File: src/rtl/ara_eoc_ctrl_regs.sv
// End-of-computation and trace-control register block.
// Terminates AXI4-Lite-style scalar-core accesses to EXIT, EVENT_TRIGGER,
// HW_CNT_EN and the read-only CYCLE_COUNT measured-region counter.
module ara_eoc_ctrl_regs #(
    parameter int unsigned          AddrWidth = 64,
    parameter logic [AddrWidth-1:0] BaseAddr  = AddrWidth'(64'hD000_0000)
) (
    input  logic                 clk_i,
    input  logic                 rst_i,
    input  logic [AddrWidth-1:0] aw_addr_i,
    input  logic                 aw_valid_i,
    output logic                 aw_ready_o,
    input  logic [63:0]          w_data_i,
    input  logic [7:0]           w_strb_i,
    input  logic                 w_valid_i,
    output logic                 w_ready_o,
    output logic [1:0]           b_resp_o,
    output logic                 b_valid_o,
    input  logic                 b_ready_i,
    input  logic [AddrWidth-1:0] ar_addr_i,
    input  logic                 ar_valid_i,
    output logic                 ar_ready_o,
    output logic [63:0]          r_data_o,
    output logic [1:0]           r_resp_o,
    output logic                 r_valid_o,
    input  logic                 r_ready_i,
    output logic [63:0]          exit_o,
    output logic [63:0]          event_trigger_o,
    output logic [63:0]          hw_cnt_en_o,
    output logic [63:0]          cycle_count_o
);

    localparam logic [1:0] RespOkay   = 2'b00;
    localparam logic [1:0] RespSlvErr = 2'b10;

    localparam logic [1:0] StWIdle   = 2'd0;
    localparam logic [1:0] StWHaveAw = 2'd1;
    localparam logic [1:0] StWHaveW  = 2'd2;
    localparam logic [1:0] StWResp   = 2'd3;

    localparam logic StRIdle = 1'b0;
    localparam logic StRResp = 1'b1;

    localparam logic [1:0] IdxExit  = 2'd0;
    localparam logic [1:0] IdxEvent = 2'd1;
    localparam logic [1:0] IdxCntEn = 2'd2;
    localparam logic [1:0] IdxCount = 2'd3;

    // Returns {mapped, register index}; addresses below BaseAddr wrap to a
    // large offset and so fall out of the map naturally.
    function automatic logic [2:0] decode(input logic [AddrWidth-1:0] addr);
        logic [AddrWidth-1:0] off;
        logic                 mapped;
        off    = addr - BaseAddr;
        mapped = (off[AddrWidth-1:5] == '0) && (addr[2:0] == 3'b000);
        return {mapped, off[4:3]};
    endfunction

    function automatic logic [63:0] merge(input logic [63:0] old_val,
                                          input logic [63:0] new_val,
                                          input logic [7:0]  strb);
        logic [63:0] res;
        res = old_val;
        for (int i = 0; i < 8; i++) begin
            if (strb[i]) res[i*8 +: 8] = new_val[i*8 +: 8];
        end
        return res;
    endfunction

    logic [1:0]           wr_state_q, wr_state_d;
    logic [AddrWidth-1:0] wr_addr_q;
    logic [63:0]          wr_data_q;
    logic [7:0]           wr_strb_q;
    logic [1:0]           b_resp_q;

    logic                 rd_state_q, rd_state_d;
    logic [63:0]          r_data_q;
    logic [1:0]           r_resp_q;

    logic [63:0] exit_q, exit_d;
    logic [63:0] event_q, event_d;
    logic [63:0] cnt_en_q, cnt_en_d;
    logic [63:0] count_q, count_d;

    logic                 aw_hs, w_hs, ar_hs;
    logic                 commit;
    logic [AddrWidth-1:0] cm_addr;
    logic [63:0]          cm_data;
    logic [7:0]           cm_strb;
    logic [2:0]           cm_dec;
    logic                 cm_ok;
    logic [2:0]           rd_dec;
    logic [63:0]          rd_val;

    assign aw_ready_o = (wr_state_q == StWIdle) || (wr_state_q == StWHaveW);
    assign w_ready_o  = (wr_state_q == StWIdle) || (wr_state_q == StWHaveAw);
    assign aw_hs      = aw_valid_i && aw_ready_o;
    assign w_hs       = w_valid_i && w_ready_o;
    assign ar_ready_o = (rd_state_q == StRIdle);
    assign ar_hs      = ar_valid_i && ar_ready_o;

    // Write FSM next state; picks live or latched address/data for the commit.
    always_comb begin
        wr_state_d = wr_state_q;
        commit     = 1'b0;
        cm_addr    = aw_addr_i;
        cm_data    = w_data_i;
        cm_strb    = w_strb_i;
        case (wr_state_q)
            StWIdle: begin
                if (aw_hs && w_hs) begin
                    commit     = 1'b1;
                    wr_state_d = StWResp;
                end else if (aw_hs) begin
                    wr_state_d = StWHaveAw;
                end else if (w_hs) begin
                    wr_state_d = StWHaveW;
                end
            end
            StWHaveAw: begin
                cm_addr = wr_addr_q;
                if (w_hs) begin
                    commit     = 1'b1;
                    wr_state_d = StWResp;
                end
            end
            StWHaveW: begin
                cm_data = wr_data_q;
                cm_strb = wr_strb_q;
                if (aw_hs) begin
                    commit     = 1'b1;
                    wr_state_d = StWResp;
                end
            end
            StWResp: begin
                if (b_ready_i) wr_state_d = StWIdle;
            end
            default: wr_state_d = StWIdle;
        endcase
    end

    assign cm_dec = decode(cm_addr);
    assign cm_ok  = cm_dec[2] && (cm_dec[1:0] != IdxCount);

    // Register next state: committed writes plus the saturating counter.
    always_comb begin
        exit_d   = exit_q;
        event_d  = event_q;
        cnt_en_d = cnt_en_q;
        count_d  = count_q;
        if (commit && cm_ok) begin
            case (cm_dec[1:0])
                IdxExit: begin
                    // EXIT is sticky once the done bit is set.
                    if (!exit_q[0]) exit_d = merge(exit_q, cm_data, cm_strb);
                end
                IdxEvent: event_d  = merge(event_q, cm_data, cm_strb);
                IdxCntEn: cnt_en_d = merge(cnt_en_q, cm_data, cm_strb);
                default: ;
            endcase
        end
        // Uses the pre-commit enable, so the commit cycle counts with the old value.
        if (cnt_en_q[0] && (count_q != '1)) count_d = count_q + 64'd1;
    end

    // Write-path state, latched beats, response code and the registers.
    always_ff @(posedge clk_i or posedge rst_i) begin
        if (rst_i) begin
            wr_state_q <= StWIdle;
            wr_addr_q  <= '0;
            wr_data_q  <= '0;
            wr_strb_q  <= '0;
            b_resp_q   <= RespOkay;
            exit_q     <= '0;
            event_q    <= '0;
            cnt_en_q   <= '0;
            count_q    <= '0;
        end else begin
            wr_state_q <= wr_state_d;
            if (aw_hs) wr_addr_q <= aw_addr_i;
            if (w_hs) begin
                wr_data_q <= w_data_i;
                wr_strb_q <= w_strb_i;
            end
            if (commit) b_resp_q <= cm_ok ? RespOkay : RespSlvErr;
            exit_q   <= exit_d;
            event_q  <= event_d;
            cnt_en_q <= cnt_en_d;
            count_q  <= count_d;
        end
    end

    assign rd_dec = decode(ar_addr_i);

    // Read mux over current register values (pre-write on a same-cycle commit).
    always_comb begin
        rd_val = '0;
        case (rd_dec[1:0])
            IdxExit:  rd_val = exit_q;
            IdxEvent: rd_val = event_q;
            IdxCntEn: rd_val = cnt_en_q;
            IdxCount: rd_val = count_q;
            default:  rd_val = '0;
        endcase
    end

    // Read FSM next state.
    always_comb begin
        rd_state_d = rd_state_q;
        if (rd_state_q == StRIdle) begin
            if (ar_hs) rd_state_d = StRResp;
        end else if (r_ready_i) begin
            rd_state_d = StRIdle;
        end
    end

    // Read-path state and registered response.
    always_ff @(posedge clk_i or posedge rst_i) begin
        if (rst_i) begin
            rd_state_q <= StRIdle;
            r_data_q   <= '0;
            r_resp_q   <= RespOkay;
        end else begin
            rd_state_q <= rd_state_d;
            if (ar_hs) begin
                r_data_q <= rd_dec[2] ? rd_val : 64'd0;
                r_resp_q <= rd_dec[2] ? RespOkay : RespSlvErr;
            end
        end
    end

    assign b_valid_o       = (wr_state_q == StWResp);
    assign b_resp_o        = b_resp_q;
    assign r_valid_o       = (rd_state_q == StRResp);
    assign r_data_o        = r_data_q;
    assign r_resp_o        = r_resp_q;
    assign exit_o          = exit_q;
    assign event_trigger_o = event_q;
    assign hw_cnt_en_o     = cnt_en_q;
    assign cycle_count_o   = count_q;

endmodule
File: config.mk
export PLATFORM = sky130hd
export DESIGN_NAME = ara_eoc_ctrl_regs
export DESIGN_NICKNAME = d
export VERILOG_FILES = /design/src/rtl/ara_eoc_ctrl_regs.sv
export SDC_FILE = /design/constraint.sdc
export NUM_CORES = 1
export LEC_CHECK = 0
export CAP_MARGIN = 20
export CORE_UTILIZATION = 50
export CTS_CLUSTER_DIAMETER = 30
export DETAILED_ROUTE_END_ITERATION = 10
export HOLD_SLACK_MARGIN = 0.12
export PLACE_DENSITY = 0.92
export SYNTH_ARGS = -nofsm -noshare
export SYNTH_HDL_FRONTEND = slang
export SYNTH_SLANG_ARGS = --single-unit
File: constraint.sdc
create_clock -name clk_i -period 21 [get_ports clk_i]
set_input_delay 4.2 -clock clk_i [delete_from_list [all_inputs] [get_ports clk_i]]
set_output_delay 4.2 -clock clk_i [all_outputs]
set_load 0.02 [all_outputs]
==> run metrics, run 1 <==
largest cells by area after synthesis=dfrtp_1, mux2_2, mux4_2, a22o_1, nor4_4; worst skew pair latency=0.64 ns; Total GRT Usage=0.3454; Multi-input gate area=10400 µm²; row count=77; synthesized instance count=1614; Startpoint Class=input port; sequential cell area=11540 µm²; PD cells=109.0 nW/µm²; Reg clk slew, reported paths=0.04 ns; Synth Register Bits=461; Synth Area per Inst=13.83 µm²; CP Cell Sequence=clkdlybuf4s50_1 > nor4_1 > o21ai_1 > or4_1 > o221ai_1 > o21ai_0 > or4_2 > buf_4 > nor4_4 > mux2_2; initial antenna violation count=6; Max FO, Critical Path=25; post-CTS sizing=0; slowest cell on the critical path=nor4_4; Critical Path Stages=10; yosys synthesis warning count=0; Final Hold Vio Count=0; unrepaired setup endpoints after global routing=false; crit path DAT=8.61 ns; # Post-CTS Setup Buffers=0; Async SR Flop Fraction=1.000; Slew Limit Fails=0; Finished Core Util=0.7208; Placed Cells=2682; Commonest cells post-synth=dfrtp_1, mux2_2, nand2_1; WL/cell=27.20 µm; final non-filler cell total=2876; Clock Skew=0.03655 ns; initial core utilization=0.5057; # DRC=0; GP Congestion=0.9853; Crit path max-delay family=simple AND/OR/NAND/NOR gates; gr ovfl total=0; Detail Route Antenna Nets=0; Hold Crit Class=reg2reg; Worst-Margin Slew=1.126 ns; CTS Root Cell=clkbuf_16; Tmin final=8.117 ns; first-pass GRT wire length=116400 µm; clock sinks=461; Post-synth EDFFs=0; die area=45480 µm²; Vias per Instance=6.073; Iter 0 DRT Violations=1235; Top FF cell, synth=dfrtp_1; I/O Pins=536; HPWL Detailed=52130 µm; WHS Path Cells=1; CORE AREA=44120 µm²; CP Class=in2reg; Synth top area share=0.5170; Max Freq=123.2 MHz; cell taking the most area after synthesis=dfrtp_1; Chip Width=213.3 µm; Max VDD drop=91.00 µV; CTS tree=done; CTS Hold Buffers Added=0; Buf+Inv Stages, Crit Path=2; largest net degree at the start of global routing=122; Slew HR=0.2490; fillcell total=2706; Cell variety after synth=70; area grow syn2layout=42.53%; static leakage=13.66 nW; Setup TNS=0 ns; # setup viols final=0; CTS max path bufs=3; via total after detailed routing=17470; fraction of layout cells with a size suffix above 1=0.3101; outcome=finished, final reports clean; total clock buffers created by CTS=99; Mapped Area=22310 µm²; Buffers on Ports=533; crit end category=flip-flop; Max Cap Viol=0; required time of the worst setup path=21.50 ns; cell with the most instances after synthesis=dfrtp_1; Initial DRT Pass Iterations=5; H-tree lvl count=3; Die Ht=213.3 µm; CP peak stage delay=0.78 ns; R2R depth=13; sequential area share after synthesis=0.5170; final period utilization=0.3865; number of global-route vias before repair=19070; final WL=78220 µm; nets=2406; final total power=3.468 mW
report_power, final:
part	internal (mW)	switching, mW	total, mW
clock	1.08	0.537	1.62
combinational	0.338	0.390	0.727
sequential	1.03	0.0916	1.12
total	2.45	1.02	3.47
registers in the layout, summed over array words and instances, names as in the netlist:
name	cells
r_data_o	64
r_valid_o	1
event_trigger_o	64
b_resp_o	1
wr_state_q	2
exit_o	64
wr_data_q	64
hw_cnt_en_o	64
wr_strb_q	8
wr_addr_q	64
cycle_count_o	64
r_resp_o	1
worst register-to-register path, cell delays in order (launching register included):
cell	delay (ns)
dfrtp_1	0.41
inv_1	0.12
ha_2	0.17
buf_4	0.64
mux2i_1	0.35
ha_1	0.24
a21oi_1	0.11
or4_1	0.71
o221ai_1	0.23
o21ai_0	0.13
or4_2	0.68
buf_4	0.39
nor4_4	0.79
mux2_2	0.42
final timing paths:
path                               start                  to  slack [ns]
max                        aw_addr_i[32]  event_trigger_o[2]       12.88
min                        wr_data_q[52]       wr_data_q[52]        0.50
max reg2reg                wr_state_q[1]  event_trigger_o[2]       15.49
min reg2reg                wr_data_q[52]       wr_data_q[52]        0.50
max in group asynchronous          rst_i          exit_o[20]       14.50
min in group asynchronous          rst_i       wr_data_q[55]        4.11
cells in the final DEF, fill, tap and decap left out, types with 28 or more instances in the layout:
cell | netlist | routed
clkdlybuf4s50_1 | 0 | 531
dfrtp_1 | 461 | 461
mux2_2 | 377 | 377
clkbuf_16 | 0 | 100
nand2_1 | 79 | 77
mux4_2 | 64 | 64
a22o_1 | 64 | 64
xnor2_1 | 54 | 54
nor2_1 | 44 | 43
nor3_1 | 37 | 37
nand4_1 | 29 | 29
nor4_1 | 30 | 29
nand3_1 | 28 | 28
cell type report:
class | count | area share
Sequential cell | 461 | 0.3627
Multi-Input combinational cell | 1057 | 0.3270
Timing Repair Buffer | 550 | 0.1722
Clock buffer | 129 | 0.08808
Tap cell | 592 | 0.02329
Clock inverter | 57 | 0.02321
Inverter | 23 | 0.002951
Antenna cell | 7 | 0.0005508
cells by family after synthesis:
logic type	share of synthesized area
muxes	0.2806
DFF	0.5170
and+or+nand+nor	0.1035
AOI/OAI and AO/OA	0.04486
buffers and inverters	0.01974
xor gates and xnor gates	0.03022
adders and majority gates	0.003925
other	0.0001681
through the flow:
step	worst slack [ns]	hold WS, ns	area [µm²]
after global routing	12.66	0.5096	31800
after global placement	12.38	0.4795	28220
after detailed placement	12.33	0.4853	28220
after floorplan	3.946	0.4699	22320
after CTS	12.92	0.4955	31760
final	12.88	0.4986	31800
layer usage:
layer,track usage,vias up,share of wire
met5,0,-,0
li1,-,7281,-
met3,0.09737,278,0.081
met2,0.5754,971,0.50
met1,0.3908,8936,0.36
met4,0.2197,0,0.061
No activity file was read; power rests on OpenSTA's default activity.
==> run 2: changes to the inputs <==
==> constraint.sdc (replaced) <==
create_clock -name clk_i -period 8.1 [get_ports clk_i]
set_input_delay 1.62 -clock clk_i [delete_from_list [all_inputs] [get_ports clk_i]]
set_output_delay 1.62 -clock clk_i [all_outputs]
set_load 0.02 [all_outputs]
==> run metrics, run 2 (synthesis gave the netlist of run 1 again) <==
outcome=finished, final reports clean (unchanged); Detail Route Antenna Nets=0 (unchanged); Total GRT Usage=0.3403 (was 0.3454); Multi-input gate area=10400 µm² (unchanged); worst skew pair latency=0.62 ns (was 0.64 ns); die area=45480 µm² (unchanged); Max FO, Critical Path=25 (unchanged); R2R Path End=hw_cnt_en_o[46] (was event_trigger_o[2]); sequential fraction of design power=0.332 (was 0.323); Tmin final=5.532 ns; WL/cell=26.93 µm (was 27.20 µm); final WL=77390 µm (was 78220 µm); final period utilization=0.6829; crit path DAT=6.01 ns (was 8.61 ns); static leakage=13.60 nW (was 13.66 nW); Initial DRT Pass Iterations=5 (unchanged); HPWL Detailed=51170 µm (was 52130 µm); Clock Skew=0.03070 ns (was 0.03655 ns); Max VDD drop=184.9 µV (was 91.00 µV); Logic pwr share=0.211 (was 0.210); CTS Hold Buffers Added=0 (unchanged); Chip Width=213.3 µm (unchanged); Slew Limit Fails=0 (unchanged); uppermost layer routed=met4 (unchanged); Crit path max-delay family=simple AND/OR/NAND/NOR gates (unchanged); via total after detailed routing=17510 (was 17470); Clock Power Share=0.457 (was 0.467); Die Ht=213.3 µm (unchanged); wire length on met3=6089 µm (was 6374 µm); Switching Power=2.594 mW (was 1.019 mW); CP Class=in2reg (unchanged); Final Hold Vio Count=0 (unchanged); Setup TNS=0 ns (unchanged); largest net degree at the start of global routing=191 (was 122); CTS max path bufs=3 (unchanged); row count=77 (unchanged); hold endpoint=wr_strb_q[6] (was wr_data_q[52]); CP Cell Sequence=clkdlybuf4s50_1 > nor4_1 > o21ai_1 > or4_1 > o221ai_1 > o21ai_0 > or4_2 > buf_4 > nor4_4 > mux2_4 (was clkdlybuf4s50_1 > nor4_1 > o21ai_1 > or4_1 > o221ai_1 > o21ai_0 > or4_2 > buf_4 > nor4_4 > mux2_2); Place WS=2.032 ns (was 12.33 ns); WHS=0.4961 ns (was 0.4986 ns); Hold Crit Class=reg2reg (unchanged); clock sinks=461 (unchanged); Final Worst Setup Slack=2.568 ns (was 12.88 ns); unrepaired setup endpoints after global routing=false (unchanged); Slew HR=0.1954 (was 0.2490); fraction of layout cells with a size suffix above 1=0.3069 (was 0.3101); sequential cell area=11540 µm² (unchanged); most frequent cells in the layout=clkdlybuf4s50_1, dfrtp_1, mux2_2 (unchanged); Buf+Inv Stages, Crit Path=2 (unchanged); Startpoint Class=input port (unchanged); CTS tree=done (unchanged); total clock buffers created by CTS=98 (was 99); initial antenna violation count=11 (was 6); WHS Path Cells=1 (unchanged); CTS Root Cell=clkbuf_16 (unchanged); GP Congestion=0.9238 (was 0.9853); Max Cap Viol=0 (unchanged); first-pass GRT wire length=114900 µm (was 116400 µm); Worst setup startpoint=aw_addr_i[32] (unchanged); Reg clk slew, reported paths=0.04 ns (about the same); reg2reg start=wr_state_q[1] (unchanged); # DRC=0 (unchanged); Iter 0 DRT Violations=1407 (was 1235); Hold Crit Start=wr_strb_q[6] (was wr_data_q[52]); wire length on met2=38730 µm (was 38820 µm); post-CTS sizing=0 (unchanged); H-tree lvl count=3 (unchanged); Max Freq=180.8 MHz; most common cell after layout, fill and taps aside=clkdlybuf4s50_1 (unchanged); gr ovfl total=0 (unchanged); Vias per Instance=6.091 (was 6.073); nets=2403 (was 2406); wl on met1=28300 µm (was 28240 µm); Worst-Margin Slew=1.207 ns (was 1.126 ns); number of global-route vias before repair=18860 (was 19070); # Post-CTS Setup Buffers=0 (unchanged); PD cells=277.8 nW/µm² (was 109.0 nW/µm²); Finished Core Util=0.7172 (was 0.7208); initial core utilization=0.5057 (unchanged); cell internal pwr=6.199 mW (was 2.449 mW); Buffers on Ports=533 (unchanged); crit end category=flip-flop (unchanged); I/O Pins=536 (unchanged); required time of the worst setup path=8.58 ns (was 21.50 ns); # setup viols final=0 (unchanged); Net Sw Frac=0.2950 (was 0.2938); R2R Setup Slk=2.64 ns (was 15.49 ns); fillcell total=2727 (was 2706); CP peak stage delay=0.86 ns (was 0.78 ns); R2R depth=11 (was 13); slowest cell on the critical path=nor4_4 (unchanged); area grow syn2layout=41.83% (was 42.53%); CORE AREA=44120 µm² (unchanged)
## run 2: cell count changes in the layout (fill, tap and decap cells not counted), moves of 4 or more
cell	previous run	this run
diode_2	7	11
clkinvlp_4	18	14
clkbuf_8	19	10
bufinv_16	11	7
clkinv_8	1	5
buf_4	18	14
clkinv_2	9	16
## run 2: through the flow
step / instance area (µm²) / power (mW) / instances
global route: 31650 / 9.106 / 2873
floorplan: 22320 / 4.193 / 1615
detailed placement: 28230 / 4.740 / 2680
finish: 31650 / 8.793 / 2874
CTS: 31600 / 8.795 / 2862
global placement: 28230 / 4.636 / 2680
## run 2: how the worst max path moves through the flow
stage / to / slack (ns) / depth (start not counted)
CTS: hw_cnt_en_o[46] / 2.63 / 10
floorplan: b_resp_o[1] / 0.24 / 1
global placement: exit_o[59] / 2.02 / 10
detailed placement: hw_cnt_en_o[45] / 2.03 / 10
finish: hw_cnt_en_o[46] / 2.57 / 10
global route: hw_cnt_en_o[61] / 2.33 / 11
## run 2: layout make-up
type                            instances  area share
Tap cell                              592     0.02340
Antenna cell                           11   0.0008698
Timing Repair Buffer                  548      0.1732
Multi-Input combinational cell       1057      0.3286
Clock buffer                          126     0.08733
Sequential cell                       461      0.3645
Clock inverter                         56     0.01929
Inverter                               23    0.002847
## run 2: worst register-to-register path, stage by stage (launching register included)
cell      delay (ns)
dfrtp_1         0.43
inv_1           0.12
ha_2            0.64
buf_4           0.55
or4b_4          0.54
a222oi_1        0.42
o211ai_1        0.19
nor3_1          0.19
o22ai_1         0.09
or4_4           0.87
nor4_4          0.93
mux2_4          0.36
## run 2: power groups by stage
stage / Clock, mW / Combinational [mW] / Sequential, mW
final: 4.02 / 1.86 / 2.92
after global routing: 4.18 / 1.98 / 2.95
after CTS: 4.05 / 1.85 / 2.90
after detailed placement: 0 / 1.82 / 2.92
after global placement: 0 / 1.75 / 2.88
after floorplan: 0 / 1.34 / 2.85
## run 2: layer usage
layer | up-vias | track usage
met4 | 0 | 0.2121
met1 | 9047 | 0.3882
met5 | - | 0
li1 | 7289 | -
met2 | 922 | 0.5724
met3 | 248 | 0.08648
==> run 3: changes to the inputs <==
==> constraint.sdc (replaced) <==
create_clock -name clk_i -period 5.8 [get_ports clk_i]
set_input_delay 1.16 -clock clk_i [delete_from_list [all_inputs] [get_ports clk_i]]
set_output_delay 1.16 -clock clk_i [all_outputs]
set_load 0.02 [all_outputs]
==> run metrics, run 3 (synthesis gave the netlist of run 1 again) <==
Logic pwr share=0.210 (was 0.211); Setup TNS=0 ns (unchanged); final total power=12.55 mW (was 8.793 mW); post-CTS sizing=0 (unchanged); sequential fraction of design power=0.324 (was 0.332); CP Cell Sequence=inv_1 > ha_2 > mux2i_1 > ha_1 > a21oi_1 > or4_1 > o21ai_0 > nand4_1 > or4_4 > nor4_4 > mux2_2 (was clkdlybuf4s50_1 > nor4_1 > o21ai_1 > or4_1 > o221ai_1 > o21ai_0 > or4_2 > buf_4 > nor4_4 > mux2_4); required time of the worst setup path=6.30 ns (was 8.58 ns); Vias per Instance=6.068 (was 6.091); first-pass GRT wire length=115000 µm (was 114900 µm); WHS=0.4995 ns (was 0.4961 ns); nets=2422 (was 2403); die area=45480 µm² (unchanged); Final Hold Vio Count=0 (unchanged); static leakage=13.78 nW (was 13.60 nW); outcome=finished, final reports clean (unchanged); Critical Path Stages=11 (was 10); CTS tree=done (unchanged); Chip Width=213.3 µm (unchanged); R2R depth=11 (unchanged); HPWL Detailed=51860 µm (was 51170 µm); Reg clk slew, reported paths=0.05 ns (was 0.04 ns); Slew Limit Fails=0 (unchanged); # Post-CTS Setup Buffers=0 (unchanged); worst skew pair latency=0.63 ns (was 0.62 ns); GP Congestion=0.9374 (was 0.9238); CP Class=reg2reg (was in2reg); Worst-Margin Slew=1.062 ns (was 1.207 ns); Total GRT Usage=0.3389 (was 0.3403); Clock Power Share=0.466 (was 0.457); Clock Skew=0.03548 ns (was 0.03070 ns); Startpoint Class=flip-flop (was input port); CP peak stage delay=0.89 ns (was 0.86 ns); cell internal pwr=8.959 mW (was 6.199 mW); unrepaired setup endpoints after global routing=false (unchanged); Detail Route Antenna Nets=0 (unchanged); total clock buffers created by CTS=97 (was 98); initial antenna violation count=8 (was 11); Hold Crit Class=reg2reg (unchanged); # setup viols final=0 (unchanged); H-tree lvl count=3 (unchanged); Crit path max-delay family=simple AND/OR/NAND/NOR gates (unchanged); fraction of layout cells with a size suffix above 1=0.3129 (was 0.3069); CTS max path bufs=3 (unchanged); Buf+Inv Stages, Crit Path=1 (was 2); Multi-input gate area=10400 µm² (unchanged); final WL=77230 µm (was 77390 µm); Max VDD drop=260.4 µV (was 184.9 µV); Max Freq=194.9 MHz; gr ovfl total=0 (unchanged); largest net degree at the start of global routing=136 (was 191); Slew HR=0.2921 (was 0.1954); Die Ht=213.3 µm (unchanged); Tmin final=5.131 ns; most frequent cells in the layout=clkdlybuf4s50_1, dfrtp_1, mux2_2 (unchanged); crit path DAT=5.63 ns (was 6.01 ns); final period utilization=0.8847; I/O Pins=536 (unchanged); CORE AREA=44120 µm² (unchanged); row count=77 (unchanged); area grow syn2layout=43.24% (was 41.83%); WL/cell=26.74 µm (was 26.93 µm); WHS Path Cells=1 (unchanged); clock sinks=461 (unchanged); number of global-route vias before repair=18580 (was 18860); most common cell after layout, fill and taps aside=clkdlybuf4s50_1 (unchanged); CTS Hold Buffers Added=0 (unchanged); CTS Root Cell=clkbuf_16 (unchanged); Max FO, Critical Path=40 (was 25); Iter 0 DRT Violations=1436 (was 1407); slowest cell on the critical path=or4_4 (was nor4_4); initial core utilization=0.5057 (unchanged); Net Sw Frac=0.2861 (was 0.2950); Buffers on Ports=533 (unchanged); fillcell total=2718 (was 2727); via total after detailed routing=17520 (was 17510); sequential cell area=11540 µm² (unchanged); Switching Power=3.590 mW (was 2.594 mW); Initial DRT Pass Iterations=8 (was 5); crit end category=flip-flop (unchanged); PD cells=392.6 nW/µm² (was 277.8 nW/µm²); # DRC=0 (unchanged); Max Cap Viol=0 (unchanged)
run 3: worst register-to-register path, cell delays in order (launching register included):
cell and delay, ns:
dfrtp_1 0.42, inv_1 0.11, ha_2 0.72, mux2i_1 0.30
ha_1 0.23, a21oi_1 0.09, or4_1 0.70, o21ai_0 0.23
nand4_1 0.10, or4_4 0.89, nor4_4 0.79, mux2_2 0.43
run 3: metrics by stage:
stage          setup WS [ns]  area, µm²  cells    util
2_1_floorplan         -1.599      22320   1615       -
3_3_place_gp          0.4205      28450   2701  0.6447
3_5_place_dp          0.3935      28450   2701  0.6447
4_1_cts               0.6818      31940   2880  0.7239
5_1_grt               0.4223      31960   2888  0.7244
6_report              0.6686      31960   2888  0.7244
run 3: power by group through the flow:
stage,registers [mW],logic [mW],clock network (mW)
2_1_floorplan,3.98,1.88,0
3_3_place_gp,4.03,2.46,0
3_5_place_dp,4.08,2.57,0
4_1_cts,4.05,2.62,5.88
5_1_grt,4.11,2.81,6.07
6_report,4.07,2.63,5.85
run 3: layout make-up:
| type | instances | area share |
|---|---|---|
| timing repair buffer | 568 | 0.1777 |
| multi-input combinational | 1057 | 0.3253 |
| antenna | 8 | 0.0006263 |
| clock inverter | 54 | 0.02411 |
| tap | 592 | 0.02317 |
| inverter | 23 | 0.002819 |
| sequential | 461 | 0.3609 |
| clock buffer | 125 | 0.08526 |
run 3: metal layers:
layer	up-vias	part of all wire	GRT usage
li1	7310	-	-
met1	9004	0.37	0.4011
met2	968	0.51	0.5709
met3	242	0.077	0.07884
met4	0	0.047	0.1852
met5	-	0	0
run 3: path summary, 6_finish.rpt:
check,from,endpoint,slack (ns)
max in group asynchronous,rst_i,wr_strb_q[2],3.50
hold reg to reg,wr_data_q[60],wr_data_q[60],0.50
hold / removal,wr_data_q[60],wr_data_q[60],0.50
setup / recovery,wr_state_q[1],exit_o[19],0.67
min in group asynchronous,rst_i,exit_o[59],1.09
setup reg to reg,wr_state_q[1],exit_o[19],0.67
